`config.mk`:
```
export PLATFORM = sky130hd
export DESIGN_NAME = baud_config
export DESIGN_NICKNAME = d
export VERILOG_FILES = /design/src/rtl/baud_config.sv
export SDC_FILE = /design/constraint.sdc
export NUM_CORES = 1
export LEC_CHECK = 0
export ABC_AREA = 1
export CAP_MARGIN = 20
export CORE_ASPECT_RATIO = 0.7
export CORE_MARGIN = 3
export CORE_UTILIZATION = 30
export CTS_CLUSTER_SIZE = 25
export DETAILED_ROUTE_END_ITERATION = 10
export PLACE_DENSITY = 0.52
export SLEW_MARGIN = 20
export SYNTH_ARGS = -nofsm -noshare
export SYNTH_HDL_FRONTEND = slang
export SYNTH_SLANG_ARGS = --single-unit
export TNS_END_PERCENT = 20
```
`constraint.sdc`:
```
create_clock -name clk -period 3.4 [get_ports clk]
set_input_delay 0.68 -clock clk [delete_from_list [all_inputs] [get_ports clk]]
set_output_delay 0.68 -clock clk [all_outputs]
set_load 0.02 [all_outputs]
```
`src/rtl/baud_config.sv`:
```
// UART baud configuration loader: fetches id/baud from EEPROM, validates,
// falls back to defaults, and computes a rounded clock divider.
module baud_config #(
  parameter int unsigned CLK_FREQ       = 16000000,
  parameter logic [7:0]  DEFAULT_ID     = 8'h00,
  parameter int unsigned DEFAULT_BAUD   = 115200,
  parameter int unsigned MIN_BAUD       = 9600,
  parameter int unsigned MAX_BAUD       = 3000000,
  parameter int unsigned TIMEOUT_CYCLES = 16000000
) (
  input  logic        clk,
  input  logic        rst,
  input  logic        start,
  output logic        eeprom_read,
  input  logic        eeprom_data_ready,
  input  logic [7:0]  eeprom_id,
  input  logic [31:0] eeprom_baudrate,
  output logic [7:0]  id,
  output logic [31:0] baudrate,
  output logic [31:0] clk_div,
  output logic        config_valid,
  output logic        used_default,
  output logic        busy
);

  localparam logic [31:0] CLK_W  = 32'(CLK_FREQ);
  localparam logic [31:0] DEF_W  = 32'(DEFAULT_BAUD);
  localparam logic [31:0] MIN_W  = 32'(MIN_BAUD);
  localparam logic [31:0] MAX_W  = 32'(MAX_BAUD);
  localparam logic [31:0] TMO_W  = 32'(TIMEOUT_CYCLES);

  typedef enum logic [2:0] {
    IDLE,
    REQUEST,
    WAIT_EEPROM,
    VALIDATE,
    DIVIDE,
    DONE
  } state_t;

  state_t state, state_nx;

  logic        auto_pend;
  logic [7:0]  w_id;
  logic [31:0] w_baud;
  logic        w_dflt;
  logic [31:0] tmo_cnt;
  logic [4:0]  div_cnt;
  logic [31:0] divisor;
  logic [31:0] quo;
  logic [31:0] rem;

  logic        capt_ok;
  logic        timeout;
  logic [31:0] init_b;
  logic [32:0] rem_sh;
  logic [31:0] rem_sub;
  logic        ge;

  assign capt_ok = (w_baud >= MIN_W) &&
                   (w_baud <= MAX_W) &&
                   (w_id != 8'hFF);
  assign timeout = (tmo_cnt <= 32'd1);
  assign init_b  = (state == VALIDATE && capt_ok) ? w_baud : DEF_W;

  // Remainder stays below divisor, so a wrapped 32-bit subtract is exact.
  assign rem_sh  = {rem, quo[31]};
  assign ge      = rem_sh[32] || (rem_sh[31:0] >= divisor);
  assign rem_sub = rem_sh[31:0] - divisor;

  assign busy        = (state != IDLE);
  assign eeprom_read = (state == REQUEST);

  always_ff @(posedge clk) begin
    if (rst) state <= IDLE;
    else     state <= state_nx;
  end

  always_comb begin
    state_nx = state;
    unique case (state)
      IDLE:        if (start || auto_pend) state_nx = REQUEST;
      REQUEST:     state_nx = WAIT_EEPROM;
      WAIT_EEPROM: begin
        if (eeprom_data_ready) state_nx = VALIDATE;
        else if (timeout)      state_nx = DIVIDE;
      end
      VALIDATE:    state_nx = DIVIDE;
      DIVIDE:      if (div_cnt == 5'd31) state_nx = DONE;
      DONE:        state_nx = IDLE;
      default:     state_nx = IDLE;
    endcase
  end

  always_ff @(posedge clk) begin
    if (rst) begin
      auto_pend    <= 1'b1;
      id           <= DEFAULT_ID;
      baudrate     <= DEF_W;
      clk_div      <= '0;
      config_valid <= 1'b0;
      used_default <= 1'b0;
      w_id         <= '0;
      w_baud       <= '0;
      w_dflt       <= 1'b0;
      tmo_cnt      <= '0;
      div_cnt      <= '0;
      divisor      <= '0;
      quo          <= '0;
      rem          <= '0;
    end else begin
      unique case (state)
        IDLE: auto_pend <= 1'b0;
        REQUEST: begin
          config_valid <= 1'b0;
          tmo_cnt      <= TMO_W;
          w_dflt       <= 1'b0;
        end
        WAIT_EEPROM: begin
          if (eeprom_data_ready) begin
            w_id   <= eeprom_id;
            w_baud <= eeprom_baudrate;
          end else if (timeout) begin
            w_id    <= DEFAULT_ID;
            w_baud  <= DEF_W;
            w_dflt  <= 1'b1;
            divisor <= init_b;
            quo     <= CLK_W + (init_b >> 1);
            rem     <= '0;
            div_cnt <= '0;
          end else begin
            tmo_cnt <= tmo_cnt - 32'd1;
          end
        end
        VALIDATE: begin
          if (!capt_ok) begin
            w_id   <= DEFAULT_ID;
            w_baud <= DEF_W;
            w_dflt <= 1'b1;
          end
          divisor <= init_b;
          quo     <= CLK_W + (init_b >> 1);
          rem     <= '0;
          div_cnt <= '0;
        end
        DIVIDE: begin
          rem     <= ge ? rem_sub : rem_sh[31:0];
          quo     <= {quo[30:0], ge};
          div_cnt <= div_cnt + 5'd1;
        end
        DONE: begin
          id           <= w_id;
          baudrate     <= w_baud;
          clk_div      <= quo;
          used_default <= w_dflt;
          config_valid <= 1'b1;
        end
        default: ;
      endcase
    end
  end

endmodule
```
==> impl_metrics.csv, run 1 <==
group,metric,value,unit
floorplanning,die_h,178,um
layout,final_net_count,1958,
global_route,grtUsageTotal,0.175,
sta,setup_ws,0.458,ns
drt,drtIter0Drc,924,
sta,hold_viol,0,
clock_tree,ctsRootBufferMaster,"clkbuf_16",
clock_tree,cts_buffers,27,
drt,vias,11900,
sta,fmax,340,MHz
setup_path,crit_family,"buffers and inverters",
setup_path,r2r_start,"w_baud[13]",
synth,ys_ff_latch,252,
floorplanning,core,0.0413,mm2
setup_path,critPathMaxFanout,4,
setup_path,reg2reg_setup_slack,0.48,ns
drt,ant_nets,0,
clock_tree,clk_pin_slew_worst_paths,0.06,ns
flow_run,cap_violations,0,
drt,drt-total-wl,39.3,mm
layout,syn_to_final_growth,20.2,%
placement,port_buffers,119,
synth,synth-edff-count,0,
setup_path,critPathCaptureType,"primary output",
drt,drt_first_pass_iters,5,
setup_path,cp_data_arrival_time,2.26,ns
setup_path,cp_slowest_cell,"clkdlybuf4s50_1",
drt,wire_per_inst,16.1,um
global_route,grt_max_degree,87,
setup_path,cpPeakStageDelay,0.65,ns
layout,antenna_cells,0,
global_route,grt_first_pass_wirelength,63.4,mm
placement,dp_hpwl,28.3,mm
placement,routabilityCongestion,0.877,
setup_path,cp-start-kind,"register",
floorplanning,dieArea,0.0448,mm2
sta,finalMaxSlewViolations,0,
drt,drc,0,
drt,avgViaCountPerCell,4.89,
synth,synth_warnings,0,
clock_tree,cts_setup_buffers,0,
global_route,grt_pass1_vias,11300,
sta,finalSetupTns,0,ns
synth,syn_area_per_cell,7.06,um2
sta,whs,0.455,ns
setup_path,r2r-end,"quo[22]",
layout,drive_gt1_frac,0.0655,
sta,rsz0062_at_grt,"false",
floorplanning,initial_core_util,0.306,
sta,tightest_slew,0.999,ns
setup_path,crit_path_frequent_cell,"nor2_1",
setup_path,critPathKind,"register to primary output",
synth,ys.flop_type,"dfxtp_1",
setup_path,worst-path-buf-inv,3,
clock_tree,clock-sinks,252,
floorplanning,io_pins,120,
synth,async_flop_share,0,
sta,period_share,0.865,
sta,fin_crit,2.94,ns
synth,yosys.cell_types.count,58,
setup_path,crit_chain,"inv_2, nor2_1, inv_1, nor2_1, clkdlybuf4s50_1",
clock_tree,cts_hold_buf,0,
sta,skew,0.00963,ns
placement,pre_cts_ws,0.558,ns
synth,syn_nets,1875,
min_path,hp-class,"register to register",
clock_tree,htreeDepth,1,
floorplanning,rows,62,
clock_tree,tritoncts,"built",
min_path,min_from,"auto_pend",
setup_path,rr_worst_depth,18,
global_route,gr-total-overflow,0,
synth,yosysSeqAreaShare,0.398,
clock_tree,cts-resized-gates,0,
min_path,min_path_cells,2,
synth,synthesis.area,0.0127,mm2
setup_path,required,2.72,ns
min_path,hold_path_end,"auto_pend",
clock_tree,clk_latency,0.56,ns
sta,setup_viol,0,
sta,slew-limit-headroom,0.334,
placement,post_dp_cell_area,0.0143,mm2
setup_path,cp.depth,5,
status,outcome,"complete, no violations",
synth,synthCells,1793,
clock_tree,clockBufferDepth,3,
global_route,antenna_found_initial,0,
floorplanning,die_w,252,um
layout,stdcell_area,0.0152,mm2
flip-flops by register name, indices dropped and copies added, names as in the netlist:
register      count
baudrate         32
clk_div          32
divisor          32
quo              32
rem              32
tmo_cnt          32
w_baud           32
id                8
w_id              8
div_cnt           5
state             3
auto_pend         1
config_valid      1
used_default      1
w_dflt            1
worst register-to-register path, delay by kind of cell (launching register included):
| kind | cells | cell delay [ns] |
|---|---|---|
| DFF | 1 | 0.41 |
| adders and majority gates | 1 | 0.16 |
| and+or+nand+nor | 13 | 1.57 |
| buffers and inverters | 2 | 0.23 |
| AOI/OAI and AO/OA | 2 | 0.43 |
how the worst max path moves through the flow:
stage                       end        from  slack, ns
global route            quo[20]  w_baud[13]       0.17
global placement        quo[22]  w_baud[13]       0.59
CTS                 eeprom_read    state[0]       0.33
detailed placement      quo[20]  w_baud[13]       0.56
floorplan               quo[22]  w_baud[13]       1.02
finish              eeprom_read    state[0]       0.46
Yosys cell counts (4+ instances only):
cell / number / share of area
a31oi_1: 47 / 0.023
xor2_1: 28 / 0.019
a211oi_1: 16 / 0.0095
ha_1: 37 / 0.037
dfxtp_1: 252 / 0.40
nor2_2: 9 / 0.0044
buf_4: 4 / 0.0024
clkbuf_1: 61 / 0.018
nor2_4: 4 / 0.0036
a21oi_1: 169 / 0.067
xnor2_1: 14 / 0.0097
nand4_1: 25 / 0.012
buf_2: 13 / 0.0051
a21o_1: 8 / 0.0047
inv_1: 146 / 0.043
a211oi_2: 7 / 0.0069
o21ai_0: 135 / 0.053
o211ai_1: 11 / 0.0065
nor2_1: 319 / 0.095
o21ai_1: 9 / 0.0036
a22oi_1: 5 / 0.0030
buf_6: 6 / 0.0053
nand2_1: 300 / 0.089
nor3_1: 47 / 0.019
inv_2: 11 / 0.0033
nor4_1: 12 / 0.0059
nand3_1: 51 / 0.020
or2_2: 6 / 0.0030
kinds of logic (layout without fill, tap and decap cells):
group           count (synthesis)  count (layout)  share of synthesized area
compound gates                423             423                      0.190
xor+xnor                       42              42                     0.0290
fa+ha+maj                      38              38                     0.0381
buf+inv                       246             347                     0.0789
flops                         252             252                      0.398
simple gates                  792             792                      0.265
metrics by stage:
step | std cells | util
floorplan | 1793 | -
global placement | 2391 | 0.346
detailed placement | 2391 | 0.346
CTS | 2438 | 0.368
global route | 2438 | 0.368
finish | 2438 | 0.368
placed cells by master (no fill, tap or decap), types with 2 or more instances in the layout:
master	instances
xnor2_1	14
nor3_1	47
a211oi_2	7
buf_4	22
a21o_1	8
nand2_2	3
a22oi_1	5
nand3_4	2
nor2_2	10
nand4_1	25
nand2_1	300
nor4_1	12
inv_2	12
inv_1	145
clkdlybuf4s50_1	118
clkinv_2	7
dfxtp_1	252
ha_1	37
o211ai_1	11
clkbuf_16	27
nand3_2	2
o21bai_1	3
a211oi_1	16
clkbuf_8	5
or2_1	2
or2_2	6
o2111ai_1	2
xor2_1	28
o21ai_0	135
nor2_4	5
nor2_1	317
a31oi_1	47
bufinv_16	3
a21oi_1	169
o21ai_1	9
clkbuf_1	4
nand3_1	51
layout make-up:
cell class	count	area, um2
Tap cell	544	681
Clock buffer	36	759
Inverter	159	598
Sequential cell	252	5040
Fill cell	4398	26100
Clock inverter	11	149
Multi-Input combinational cell	1295	6630
Timing Repair Buffer	141	1370
metal layers:
layer | share of wire | GRT usage
met2 | 0.39 | 0.246
met4 | 0.017 | 0.0343
met3 | 0.049 | 0.0300
met5 | 0 | 0
met1 | 0.55 | 0.275
Power of run 1 is left out: the tool's default activity adds up to more than one toggle a clock period on the data nets, which glitch-free logic cannot reach.
==> run 2: changes to the inputs <==
Settings changed: CTS_CLUSTER_DIAMETER set to 40, GPL_TIMING_DRIVEN set to 1.
Clock period 3.4 ns to 3.15 ns, I/O delays scaled along.
==> impl_metrics.csv, run 2 (synthesis gave the netlist of run 1 again) <==
group,metric,value,unit
floorplanning,core,0.0413,mm2
setup_path,cp_data_arrival_time,2.20,ns
layout,multi_input_area,0.00663,mm2
min_path,min_from,"divisor[30]",
drt,drtIter0Drc,811,
layout,syn_to_final_growth,22.6,%
clock_tree,clockBufferDepth,3,
floorplanning,die_h,178,um
global_route,grtUsageTotal,0.179,
setup_path,critPathKind,"register to primary output",
flow_run,cap_violations,0,
clock_tree,clock-sinks,252,
clock_tree,clk_latency,0.54,ns
floorplanning,initial_core_util,0.306,
global_route,grt_first_pass_wirelength,64.4,mm
setup_path,critPathCaptureType,"primary output",
layout,final_cell_mix,"315 x nor2_1, 300 x nand2_1, 252 x dfxtp_1",
sta,finalSetupTns,0,ns
clock_tree,cts_buffers,35,
floorplanning,rows,62,
layout,nFillCells,4369,
global_route,grt_max_degree,125,
placement,port_buffers,119,
placement,dp_hpwl,28.6,mm
setup_path,critPathMaxFanout,4,
global_route,gr-total-overflow,0,
drt,ant_nets,0,
floorplanning,die_w,252,um
global_route,antenna_found_initial,0,
clock_tree,tritoncts,"built",
sta,slew-limit-headroom,0.400,
layout,drive_gt1_frac,0.0749,
status,outcome,"complete, no violations",
floorplanning,dieArea,0.0448,mm2
setup_path,cp-startpoint,"state[0]",
drt,vias,12100,
drt,avgViaCountPerCell,4.92,
drt,drt_first_pass_iters,5,
layout,final_common_cell,"nor2_1",
layout,antenna_cells,0,
sta,period_share,0.899,
clock_tree,ctsRootBufferMaster,"clkbuf_16",
sta,rsz0062_at_grt,"false",
setup_path,cp-start-kind,"register",
sta,skew,0.0297,ns
placement,routabilityCongestion,0.925,
min_path,hp-class,"register to register",
setup_path,r2r_start,"quo[31]",
layout,final_net_count,1965,
sta,hold_viol,0,
setup_path,reg2reg_setup_slack,0.32,ns
sta,fmax,353,MHz
sta,finalMaxSlewViolations,0,
clock_tree,cts_hold_buf,0,
setup_path,required,2.52,ns
global_route,grt_pass1_vias,11600,
sta,tightest_slew,0.899,ns
clock_tree,clk_pin_slew_worst_paths,0.06,ns
floorplanning,io_pins,120,
drt,wire_per_inst,16.3,um
clock_tree,htreeDepth,2,
layout,seq_area,0.00504,mm2
sta,setup_viol,0,
drt,drt-total-wl,40.0,mm
drt,drc,0,
sta,fin_crit,2.83,ns
## run 2: worst paths after layout
path	end	cells past startpoint
worst max-delay path	eeprom_read	5
worst max register to register	rem[20]	16
worst min register to register	divisor[30]	2
worst min-delay path	divisor[30]	2
## run 2: cell type report
type                    instances  area share
well taps                     544      0.0439
clock buffers                  39      0.0587
repair buffers                140      0.0892
multi-input cells            1295       0.427
clock inverters                24      0.0173
flip-flops and latches        252       0.325
inverters                     159      0.0385
## run 2: worst max-delay path, cell delays in order, from the launching register on
cell and delay, ns:
dfxtp_1 0.43, inv_2 0.06, nor2_1 0.19, inv_1 0.12, nor2_1 0.21, clkdlybuf4s50_1 0.67
## run 2: stage by stage
step | util | hold WS, ns | setup WS, ns | cell area [um2] | std cells
after floorplan | - | 0.419 | 0.766 | 12700 | 1793
after global placement | 0.347 | 0.433 | 0.334 | 14300 | 2390
after detailed placement | 0.347 | 0.443 | 0.264 | 14300 | 2390
after CTS | 0.375 | 0.457 | 0.245 | 15500 | 2453
after global routing | 0.375 | 0.476 | 0.0766 | 15500 | 2453
final | 0.375 | 0.452 | 0.317 | 15500 | 2453
## run 2: timing repair
| action | CTS | global route |
|---|---|---|
| gates resized for setup | 0 | 3 |
| buffers inserted | 0 | 0 |
| setup endpoints to repair | 0 | 4 |
## run 2: routing by layer
layer / track usage / vias to the layer above / share of wire
li1: - / 6149 / -
met1: 0.276 / 5576 / 0.53
met2: 0.253 / 302 / 0.39
met3: 0.0311 / 46 / 0.058
met4: 0.0449 / 0 / 0.018
met5: 0 / - / 0
Power of run 2 is left out for the same reason.
==> run 3: changes to the inputs <==
Settings changed: CORE_UTILIZATION 30 to 45, PLACE_DENSITY 0.52 to 0.7.
==> impl_metrics.csv, run 3 (synthesis gave the netlist of run 1 again) <==
group,metric,value,unit
setup_path,crit_family,"buffers and inverters",
clock_tree,clock-sinks,252,
setup_path,critPathMaxFanout,4,
setup_path,critPathKind,"register to primary output",
layout,final_common_cell,"nor2_1",
drt,route.met3.wl,2.76,mm
setup_path,cp-start-kind,"register",
global_route,antenna_found_initial,0,
setup_path,critPathCaptureType,"primary output",
clock_tree,cts_hold_buf,0,
status,outcome,"complete, no violations",
sta,setup_viol,0,
drt,drc,0,
setup_path,cp_slowest_cell,"clkdlybuf4s50_1",
flow_run,cap_violations,0,
sta,tightest_slew,0.854,ns
placement,port_buffers,119,
clock_tree,clk_latency,0.58,ns
sta,skew,0.0182,ns
layout,final_net_count,1964,
global_route,gr-total-overflow,0,
clock_tree,clockBufferDepth,3,
clock_tree,clk_pin_slew_worst_paths,0.06,ns
layout,final_cell_mix,"316 x nor2_1, 300 x nand2_1, 252 x dfxtp_1",
drt,avgViaCountPerCell,5.41,
min_path,hp-class,"register to register",
floorplanning,die_h,146,um
floorplanning,core,0.0272,mm2
layout,drive_gt1_frac,0.0735,
floorplanning,io_pins,120,
global_route,grt_pass1_vias,11500,
setup_path,crit_chain,"inv_2, nor2_1, inv_1, nor2_1, clkdlybuf4s50_1",
setup_path,worst-path-buf-inv,3,
sta,finalMaxSlewViolations,0,
clock_tree,htreeDepth,1,
sta,hold_viol,0,
drt,drtIter0Drc,1001,
setup_path,crit_path_frequent_cell,"nor2_1",
sta,rsz0062_at_grt,"false",
setup_path,cp_data_arrival_time,2.23,ns
drt,drt_first_pass_iters,5,
drt,ant_nets,0,
floorplanning,dieArea,0.0302,mm2
sta,period_share,0.908,
drt,wire_per_inst,16.6,um
global_route,grt_first_pass_wirelength,61.5,mm
floorplanning,die_w,207,um
sta,finalSetupTns,0,ns
layout,syn_to_final_growth,20.4,%
setup_path,required,2.52,ns
sta,fin_crit,2.86,ns
sta,slew-limit-headroom,0.430,
clock_tree,cts-resized-gates,0,
setup_path,cpPeakStageDelay,0.65,ns
clock_tree,ctsRootBufferMaster,"clkbuf_16",
drt,wl_met2,15.1,mm
drt,drt-total-wl,37.7,mm
drt,highest_layer,"met4",
drt,vias,12300,
global_route,grt_max_degree,96,
placement,routabilityCongestion,0.936,
floorplanning,initial_core_util,0.465,
drt,wl_met1,19.3,mm
clock_tree,cts_setup_buffers,0,
floorplanning,rows,50,
placement,dp_hpwl,27.0,mm
clock_tree,tritoncts,"built",
layout,antenna_cells,0,
clock_tree,cts_buffers,29,
global_route,grtUsageTotal,0.248,
sta,fmax,349,MHz
## run 3: cell count changes in the layout (fill, tap and decap cells not counted), sizes merged
cell      change
bufinv        +2
buf           +5
clkbuf        -9
clkinvlp      -2
clkinv        -8
inv           +8
## run 3: layout make-up
type	instances	area, um2
inverter	159	597
tap	364	455
multi-input combinational	1295	6630
clock buffer	30	739
fill	2611	12000
timing repair buffer	145	1430
sequential	252	5040
clock inverter	24	340
## run 3: routing by layer
layer | vias up | GRT usage
met5 | - | 0
met3 | 49 | 0.0493
met2 | 398 | 0.347
met4 | 0 | 0.0478
met1 | 5691 | 0.391
li1 | 6141 | -
## run 3: tightest hold or removal path, stage by stage (launching register included)
cell and delay, ns:
dfxtp_1 0.30, inv_1 0.06, nor3_1 0.05
## run 3: per-stage QoR
stage	area, um2	util	worst slack [ns]	hold slack [ns]	std cells
5_1_grt	15200	0.560	0.0592	0.475	2269
2_1_floorplan	12700	-	0.766	0.419	1793
4_1_cts	15200	0.560	0.231	0.436	2269
6_report	15200	0.560	0.289	0.451	2269
3_5_place_dp	14200	0.520	0.315	0.446	2215
3_3_place_gp	14200	0.520	0.413	0.434	2215
## run 3: worst paths after layout
check	from	slack, ns	cells after the start	end
setup / recovery	state[0]	0.29	5	eeprom_read
setup reg to reg	quo[31]	0.31	16	rem[15]
hold / removal	divisor[27]	0.45	2	divisor[27]
hold reg to reg	divisor[27]	0.45	2	divisor[27]
Power of run 3 is left out for the same reason.
